**src/rtl/serial_add_pkg.sv**
```systemverilog
// Shared types and defaults for the bit-serial adder/subtractor controller.
package serial_add_pkg;

    localparam int DEF_WIDTH = 8;

    typedef enum logic [1:0] {
        ST_IDLE = 2'd0,
        ST_RUN  = 2'd1,
        ST_DONE = 2'd2
    } state_t;

endpackage

```
**src/rtl/fa_cell.sv**
```systemverilog
// Combinational 1-bit full adder: parity for the sum, majority for the carry.
module fa_cell (
    input  logic Cin,
    input  logic X,
    input  logic Y,
    output logic Cout,
    output logic Sum
);

    assign Sum  = X ^ Y ^ Cin;
    assign Cout = (X & Y) | (X & Cin) | (Y & Cin);

endmodule

```
**src/rtl/serial_add_ctrl.sv**
```systemverilog
// Bit-serial WIDTH-bit add/subtract: one shared full-adder cell, LSB first,
// with Start/Done handshake and a result register held until the next operation.
module serial_add_ctrl
    import serial_add_pkg::*;
#(
    parameter int WIDTH = DEF_WIDTH,
    parameter int CNT_W = $clog2(WIDTH) + 1
) (
    input  logic             Clk,
    input  logic             Rst,
    input  logic             Start,
    input  logic             Sub,
    input  logic [WIDTH-1:0] A,
    input  logic [WIDTH-1:0] B,
    output logic             Busy,
    output logic             Done,
    output logic [WIDTH-1:0] Result,
    output logic             Cout,
    output logic             Ovf
);

    state_t           state, state_nxt;
    logic [WIDTH-1:0] op_a, op_b, acc, acc_nxt;
    logic [CNT_W-1:0] cnt;
    logic             carry;
    logic             cell_sum, cell_cout;
    logic             last_bit;
    logic             accept;

    fa_cell u_fa (
        .Cin  (carry),
        .X    (op_a[0]),
        .Y    (op_b[0]),
        .Cout (cell_cout),
        .Sum  (cell_sum)
    );

    // Sum bits enter at the MSB so after WIDTH shifts bit 0 lands at bit 0.
    assign acc_nxt  = {cell_sum, acc[WIDTH-1:1]};
    assign last_bit = (cnt == CNT_W'(WIDTH - 1));

    always_ff @(posedge Clk or posedge Rst) begin
        if (Rst) state <= ST_IDLE;
        else     state <= state_nxt;
    end

    always_comb begin
        state_nxt = state;
        accept    = 1'b0;
        Busy      = 1'b0;
        Done      = 1'b0;
        case (state)
            ST_IDLE: begin
                if (Start) begin
                    accept    = 1'b1;
                    state_nxt = ST_RUN;
                end
            end
            ST_RUN: begin
                Busy = 1'b1;
                if (last_bit) state_nxt = ST_DONE;
            end
            ST_DONE: begin
                Done = 1'b1;
                if (Start) begin
                    accept    = 1'b1;
                    state_nxt = ST_RUN;
                end else begin
                    state_nxt = ST_IDLE;
                end
            end
            default: state_nxt = ST_IDLE;
        endcase
    end

    always_ff @(posedge Clk or posedge Rst) begin
        if (Rst) begin
            op_a   <= '0;
            op_b   <= '0;
            acc    <= '0;
            cnt    <= '0;
            carry  <= 1'b0;
            Result <= '0;
            Cout   <= 1'b0;
            Ovf    <= 1'b0;
        end else if (accept) begin
            // Subtraction is A + ~B + 1; the +1 rides in on the initial carry.
            op_a  <= A;
            op_b  <= Sub ? ~B : B;
            carry <= Sub;
            cnt   <= '0;
            acc   <= '0;
        end else if (state == ST_RUN) begin
            op_a  <= op_a >> 1;
            op_b  <= op_b >> 1;
            acc   <= acc_nxt;
            carry <= cell_cout;
            cnt   <= cnt + 1'b1;
            if (last_bit) begin
                // carry still holds the carry into the MSB on this edge.
                Result <= acc_nxt;
                Cout   <= cell_cout;
                Ovf    <= carry ^ cell_cout;
            end
        end
    end

endmodule

```
**config.mk**
```make
export PLATFORM = sky130hd
export DESIGN_NAME = serial_add_ctrl
export DESIGN_NICKNAME = d
export VERILOG_FILES = /design/src/rtl/serial_add_pkg.sv /design/src/rtl/fa_cell.sv /design/src/rtl/serial_add_ctrl.sv
export SDC_FILE = /design/constraint.sdc
export NUM_CORES = 1
export LEC_CHECK = 0
export ABC_AREA = 1
export BUFFER_PORTS_ARGS = -buffer_cell sky130_fd_sc_hd__buf_2
export CORE_ASPECT_RATIO = 2
export CORE_UTILIZATION = 30
export DETAILED_ROUTE_END_ITERATION = 12
export PLACE_DENSITY = 0.56
export SLEW_MARGIN = 20
export SYNTH_ARGS = -nofsm -noshare
export SYNTH_HDL_FRONTEND = slang
export SYNTH_SLANG_ARGS = --single-unit
```
**constraint.sdc**
```tcl
create_clock -name Clk -period 1.5 [get_ports Clk]
set_clock_uncertainty 0.1 [all_clocks]
set_input_delay 0.075 -clock Clk [delete_from_list [all_inputs] [get_ports Clk]]
set_output_delay 0.075 -clock Clk [all_outputs]
set_load 0.005 [all_outputs]
```
== After elaboration in Yosys (flattened, before gate mapping) ==
Index checks and enable logic that the tools add are counted.

* Input port bits: 20
* Word-level logic and storage cells: 49
* Output and inout bits: 12
* Register bits: 41

* Equality and inequality tests: 5
* Bitwise logic cells: 10
* Reductions and logical operators: 5
* Multiplexer cells: 19
* Add/sub/neg operators: 1

{| class="wikitable"
|+ Operator list
! kind !! count
|-
| 8-bit 2-to-1 mux || 7
|-
| 4-bit 2-to-1 mux || 2
|-
| 8-bit inverter || 1
|-
| 1-bit 2-to-1 mux || 7
|-
| 2-bit case mux with 3 select lines || 1
|-
| 4-bit by 1-bit adder with 4-bit output (second input constant) || 1
|-
| 4-bit by 3-bit equality test with 1-bit output (second input constant) || 1
|-
| 2-bit 2-to-1 mux || 2
|-
| 2-bit inequality test (second input constant) || 2
|-
| 1-bit AND || 3
|-
| 3-bit AND reduction || 1
|-
| 1-bit XOR || 3
|-
| 2-bit by 1-bit equality test with 1-bit output (second input constant) || 1
|-
| 2-bit equality test (second input constant) || 1
|-
| 2-bit zero test || 1
|-
| 1-bit bitwise OR || 2
|-
| 2-bit AND reduction || 1
|-
| 2-bit nonzero test || 1
|-
| 2-bit OR reduction || 1
|-
| 1-bit inverter || 1
|}

== Logic depth before layout (Yosys ltp) ==
* Depth after elaboration: 5
* Depth in mapped cells: 8
* Depth with buffers taken out: 7

== By module ==
Synthesis repeated with hierarchy kept, for this count alone.

* Cells, all modules: 231
* Area total of the unflattened synthesis: 1,856.8 um^2

{| class="wikitable"
|+ Modules (own cells, without submodules)
! module !! instances !! cells an instance !! area each (um^2) !! sequential area each (um^2)
|-
| serial_add_ctrl || 1 || 230 || 1,836.8 || 1,001.0
|-
| fa_cell || 1 || 1 || 20.0 || 0.0
|}

== Least setup slack after synthesis ==
Ideal clock, no wire load.

* Path kind: register to register
* Start: register carry
* End: register Ovf
* Period minus slack after synthesis: 1.301 ns
* Data required time: 1.277 ns
* Path buffers: 0
* Setup time: 0.123 ns
* Setup slack: 0.199 ns
* Cell stages (with the launch flop): 4
* Arrival time: 1.078 ns
* Cells stage by stage: dfrtp_1 -> fa_1 -> xnor2_1 -> o21ai_1

* Word-level cells in the longest chain between the ends: 4
* Elaborated cells between the ends (all ways): 5
* Classes of those cells: bitwise: 5

{| class="wikitable"
|+ RTL lines
! item !! RTL line !! RTL
|-
| start: declaration || serial_add_ctrl.sv:25 || <nowiki>logic carry;</nowiki>
|-
| start signal: assignment || serial_add_ctrl.sv:90 || <nowiki>carry <= Sub;</nowiki>
|-
| start signal: assignment || serial_add_ctrl.sv:97 || <nowiki>carry <= cell_cout;</nowiki>
|-
| 1-bit AND || fa_cell.sv:11 || <nowiki>assign Cout = (X & Y) | (X & Cin) | (Y & Cin);</nowiki>
|-
| 1-bit bitwise OR || fa_cell.sv:11 ||
|-
| 1-bit bitwise OR * || fa_cell.sv:11 ||
|-
| net cell_cout || serial_add_ctrl.sv:26 || <nowiki>logic cell_sum, cell_cout;</nowiki>
|-
| 1-bit XOR * || serial_add_ctrl.sv:103 || <nowiki>Ovf <= carry ^ cell_cout;</nowiki>
|-
| end signal: assignment || serial_add_ctrl.sv:103 ||
|-
| end: declaration || serial_add_ctrl.sv:19 || <nowiki>output logic Ovf</nowiki>
|}

Mark *: on every way through the listed nets, which the timed path passes. The rest lies on a longest branch.
A chain may end at the register's enable or synchronous reset.

== Worst setup path in the final report ==
Ends and elaborated chain as after synthesis.

==> impl_summary.md <==
Timing
Derived from the worst setup path, the maximum achievable clock frequency is ~700 MHz. The setup-violating endpoint count in the final report is 0. The tightest slew margin relative to the limit is 0.665.

Setup repair after global routing left no endpoint under its margin. The final hold violation count is 0. Adding up every negative setup slack in the final design gives 0 ps. The smallest clock period supported by the final layout is computed as ~1400 ps. Dividing the final minimum period by the clock period gives 0.930. The number of slew-limit violations in the final report came to 0.

The worst-margin pin slew is between 500 and 600 ps.

Global route
The initial antenna violation count is 0. The wire length of the first global-routing pass is 6520 um. The number of global-route vias before repair is approximately 1.5k.

The largest net degree at the start of global routing is 41. Across every metal layer, demand over resource in global routing totals 0.133. For this run the aggregate overflow at the end of global routing stands at 0.

Hold path
The path class of the tightest hold or removal check is in2reg. The path with the worst hold slack has its endpoint at op_b[2]. Counting instances, the worst hold path has a depth of 5.

The worst min-delay path startpoint is B[2].

Synth
Of the synthesized area, sequential elements account for 0.564. In this run, synthesis produced a sequential element count of 40. The netlist area before placement is 1780 um2. The number of synthesis warnings is 0.

The post-synthesis net count is ~230. The main combinational cell family by area after synthesis is simple AND/OR/NAND/NOR gates. The unique cell type count in the Yosys netlist is 18. The fraction of synthesized area in multiplexers is 0. The compound-cell area share of the yosys netlist is 0.0958. Synthesis produced between 200 and 250 cells. Of the total synthesized cell area, the portion taken by AND, OR, NAND and NOR gates is 0.244. Of the total synthesized cell area, the portion taken by XOR and XNOR cells is 0.00987.

Averaged over all synthesized cells, the footprint is 8.37 um2. The adder and majority gate portion of the synthesized area is 0.0183.

CTS
The clock-pin slew reported for the worst setup and hold paths after clock tree synthesis is approximately 60 ps. The number of H-tree levels is 2. The TritonCTS clock tree is done. The number of buffers inserted during clock tree synthesis is 5. In this run the deepest clock path goes through 2 buffers.

Clock latency on the worst-skew pair, taken at its later pin, is around 280 ps. Once the clock tree was built, the setup fixing pass inserted 0 buffers. The cell at the root of the clock tree is sky130_fd_sc_hd__clkbuf_16. The number of sinks on the clock net is 40.

Setup path
The number of cells on the worst reg-to-reg path is 3. The worst register-to-register path has a setup slack of between 100 and 150 ps. The critical path is of the reg2reg type. In this run the worst path has a maximum fanout of 3. The required time at the endpoint of the critical path is approximately 1600 ps.

The worst register-to-register path begins at carry. The slowest stage of the critical path is the sky130_fd_sc_hd__fa_1 cell. The startpoint class of the critical path is a flop. The endpoint kind of the worst setup timing path is a flop.

The data arrival time of the critical path is 1460 ps. The number of buffer and inverter instances along the worst setup path is 0. The critical register-to-register path endpoint is Ovf. The critical path goes through fa_1 > xnor2_1 > o21ai_1. The biggest cell delay along the critical path is approximately 510 ps. Grouping stages by cell kind, the critical path spends the most delay in adder cells.

Floorplanning
For this design the top-level I/O count stands at 32. Measured along the x axis, the die boundary spans about 56 um. The floorplan step defined a core boundary enclosing 5710 um2.

For this configuration, the core starts out at a cell density of 0.311. The row count is 39. The vertical die dimension is 111 um. The die covers 6250 um2.

Placement
The HPWL after detailed placement is ~2600 um. The placer's final routability congestion estimate is ~0.80. The count of port buffers added during placement is 31.

Cells and area
At the end of the flow, the number of nets in the layout was 280. The combined area of the multi-input logic cells is between 600 and 700 um2. In the final layout, the share of cells above drive strength 1 is 0.212. The antenna cell count is 0. Compared with the post-synthesis result, the final layout area differs by 28.0%.

Measured on the finished design, the core utilization comes to 0.398. The number of fillers in the final layout is 606. Registers take between 1000 and 1500 um2.

Detailed routing
The detail route stage leaves a number of antenna-violating nets equal to 0. The via density per instance is about 4.7. The violation count after the first detailed-routing iteration is 12. In the final routed layout, each cell accounts on average for ~12 um. The post-detailed-routing wire length is about 3700 um. The DRC violation count after routing is 0. The pre-antenna-repair detailed-routing pass consisted of 4 iterations. The total number of vias is approximately 1.5k.

Power
The power per unit of standard cell area is around 2000 nW/um2. For this design the static power due to leakage is between 1 and 1.5 nW. The peak ir drop on the vdd network is about 0.0012 V.

Flow run
Max-cap violations in this run came to 0.

Status
The run finished with clean final reports.
==> routing by layer <==
| layer | share of wire | vias to the layer above | GRT usage |
|---|---|---|---|
| met5 | 0 | - | 0 |
| met4 | 0.025 | 0 | 0.0699 |
| met3 | 0.023 | 7 | 0.0245 |
| met2 | 0.53 | 25 | 0.236 |
| met1 | 0.42 | 722 | 0.146 |
| li1 | - | 756 | - |
==> timing repair <==
action	in CTS	in global routing
hold buffers	10	0
setup endpoints to repair	0	3
endpoints found under the hold margin	49	0
gates resized for setup	0	2
==> report_power, final <==
part,internal (mW),switching (mW)
clock,0.655,0.399
combinational,0.729,1.02
sequential,1.58,0.268
total,2.96,1.69
==> how the worst max path moves through the flow <==
| stage | depth (start not counted) | to | from | slack (ps) |
|---|---|---|---|---|
| after global routing | 7 | Result[6] | cnt[0] | 40 |
| after CTS | 3 | Ovf | carry | 80 |
| after detailed placement | 3 | Ovf | carry | 90 |
| after global placement | 3 | Ovf | carry | 90 |
| final | 3 | Ovf | carry | 110 |
| after floorplan | 3 | Ovf | carry | 200 |
==> logic make-up (layout without fill, tap and decap cells) <==
group / Yosys count / count (layout)
AO/OA/AOI/OAI: 32 / 32
XOR/XNOR: 2 / 2
adder cells (fa/ha/maj): 2 / 2
buffers and inverters: 27 / 74
flip-flops: 40 / 40
AND/OR/NAND/NOR: 109 / 109
==> layout by cell type (no fill, tap or decap), types with 5 or more instances in the layout <==
master,instances
sky130_fd_sc_hd__o22ai_1,8
sky130_fd_sc_hd__clkbuf_16,5
sky130_fd_sc_hd__nor2_1,12
sky130_fd_sc_hd__o21ai_1,16
sky130_fd_sc_hd__inv_1,14
sky130_fd_sc_hd__nand2_1,84
sky130_fd_sc_hd__dfrtp_1,40
sky130_fd_sc_hd__nand3_1,9
sky130_fd_sc_hd__buf_4,6
sky130_fd_sc_hd__dlygate4sd3_1,10
sky130_fd_sc_hd__buf_2,31
==> flip-flops by register name, indices dropped and copies added, names as in the netlist <==
name    flops
carry       1
Ovf         1
op_b        8
Cout        1
acc         7
op_a        8
cnt         4
Result      8
state       2
==> tightest hold or removal path, delay by kind of cell <==
kind / cells / cell delay, ps
simple gates: 3 / 140
compound gates: 1 / 50
buf+inv: 1 / 80
==> Yosys cell counts <==
master                    number  share of area
sky130_fd_sc_hd__nand2_1      84           0.18
sky130_fd_sc_hd__o21ai_0       4          0.011
sky130_fd_sc_hd__o22ai_1       8          0.028
sky130_fd_sc_hd__nor2_4        1         0.0063
sky130_fd_sc_hd__ha_1          1         0.0070
sky130_fd_sc_hd__o21ai_1      16          0.045
sky130_fd_sc_hd__nand3_1       9          0.025
sky130_fd_sc_hd__nand2_2       2         0.0070
sky130_fd_sc_hd__nor2_1       13          0.027
sky130_fd_sc_hd__a21oi_1       4          0.011
sky130_fd_sc_hd__buf_2         7          0.020
sky130_fd_sc_hd__inv_1        14          0.030
sky130_fd_sc_hd__xnor2_1       2         0.0099
sky130_fd_sc_hd__inv_2         4         0.0085
sky130_fd_sc_hd__buf_4         1         0.0042
sky130_fd_sc_hd__dfrtp_1      40           0.56
sky130_fd_sc_hd__buf_6         1         0.0063
sky130_fd_sc_hd__fa_1          1          0.011
==> area by class of cell <==
| cell class | instances | area share |
|---|---|---|
| clock inverters | 2 | 0.00441 |
| flip-flops and latches | 40 | 0.441 |
| clock buffers | 6 | 0.0611 |
| repair buffers | 48 | 0.141 |
| well taps | 61 | 0.0336 |
| inverters | 18 | 0.0297 |
| multi-input cells | 145 | 0.290 |
==> metrics by stage <==
| step | worst slack (ps) | hold WS (ps) | area, um2 | std cells | total power, mW |
|---|---|---|---|---|---|
| 2_1_floorplan | 199 | 91.6 | 1780 | 212 | 3.07 |
| 3_3_place_gp | 93.7 | 138 | 2020 | 302 | 3.58 |
| 3_5_place_dp | 88.2 | 136 | 2020 | 302 | 3.62 |
| 4_1_cts | 81.6 | 13.4 | 2270 | 320 | 4.71 |
| 5_1_grt | 41.8 | 40.0 | 2270 | 320 | 5.05 |
| 6_report | 106 | 12.5 | 2270 | 320 | 4.65 |
No activity file was read; power rests on OpenSTA's default activity.
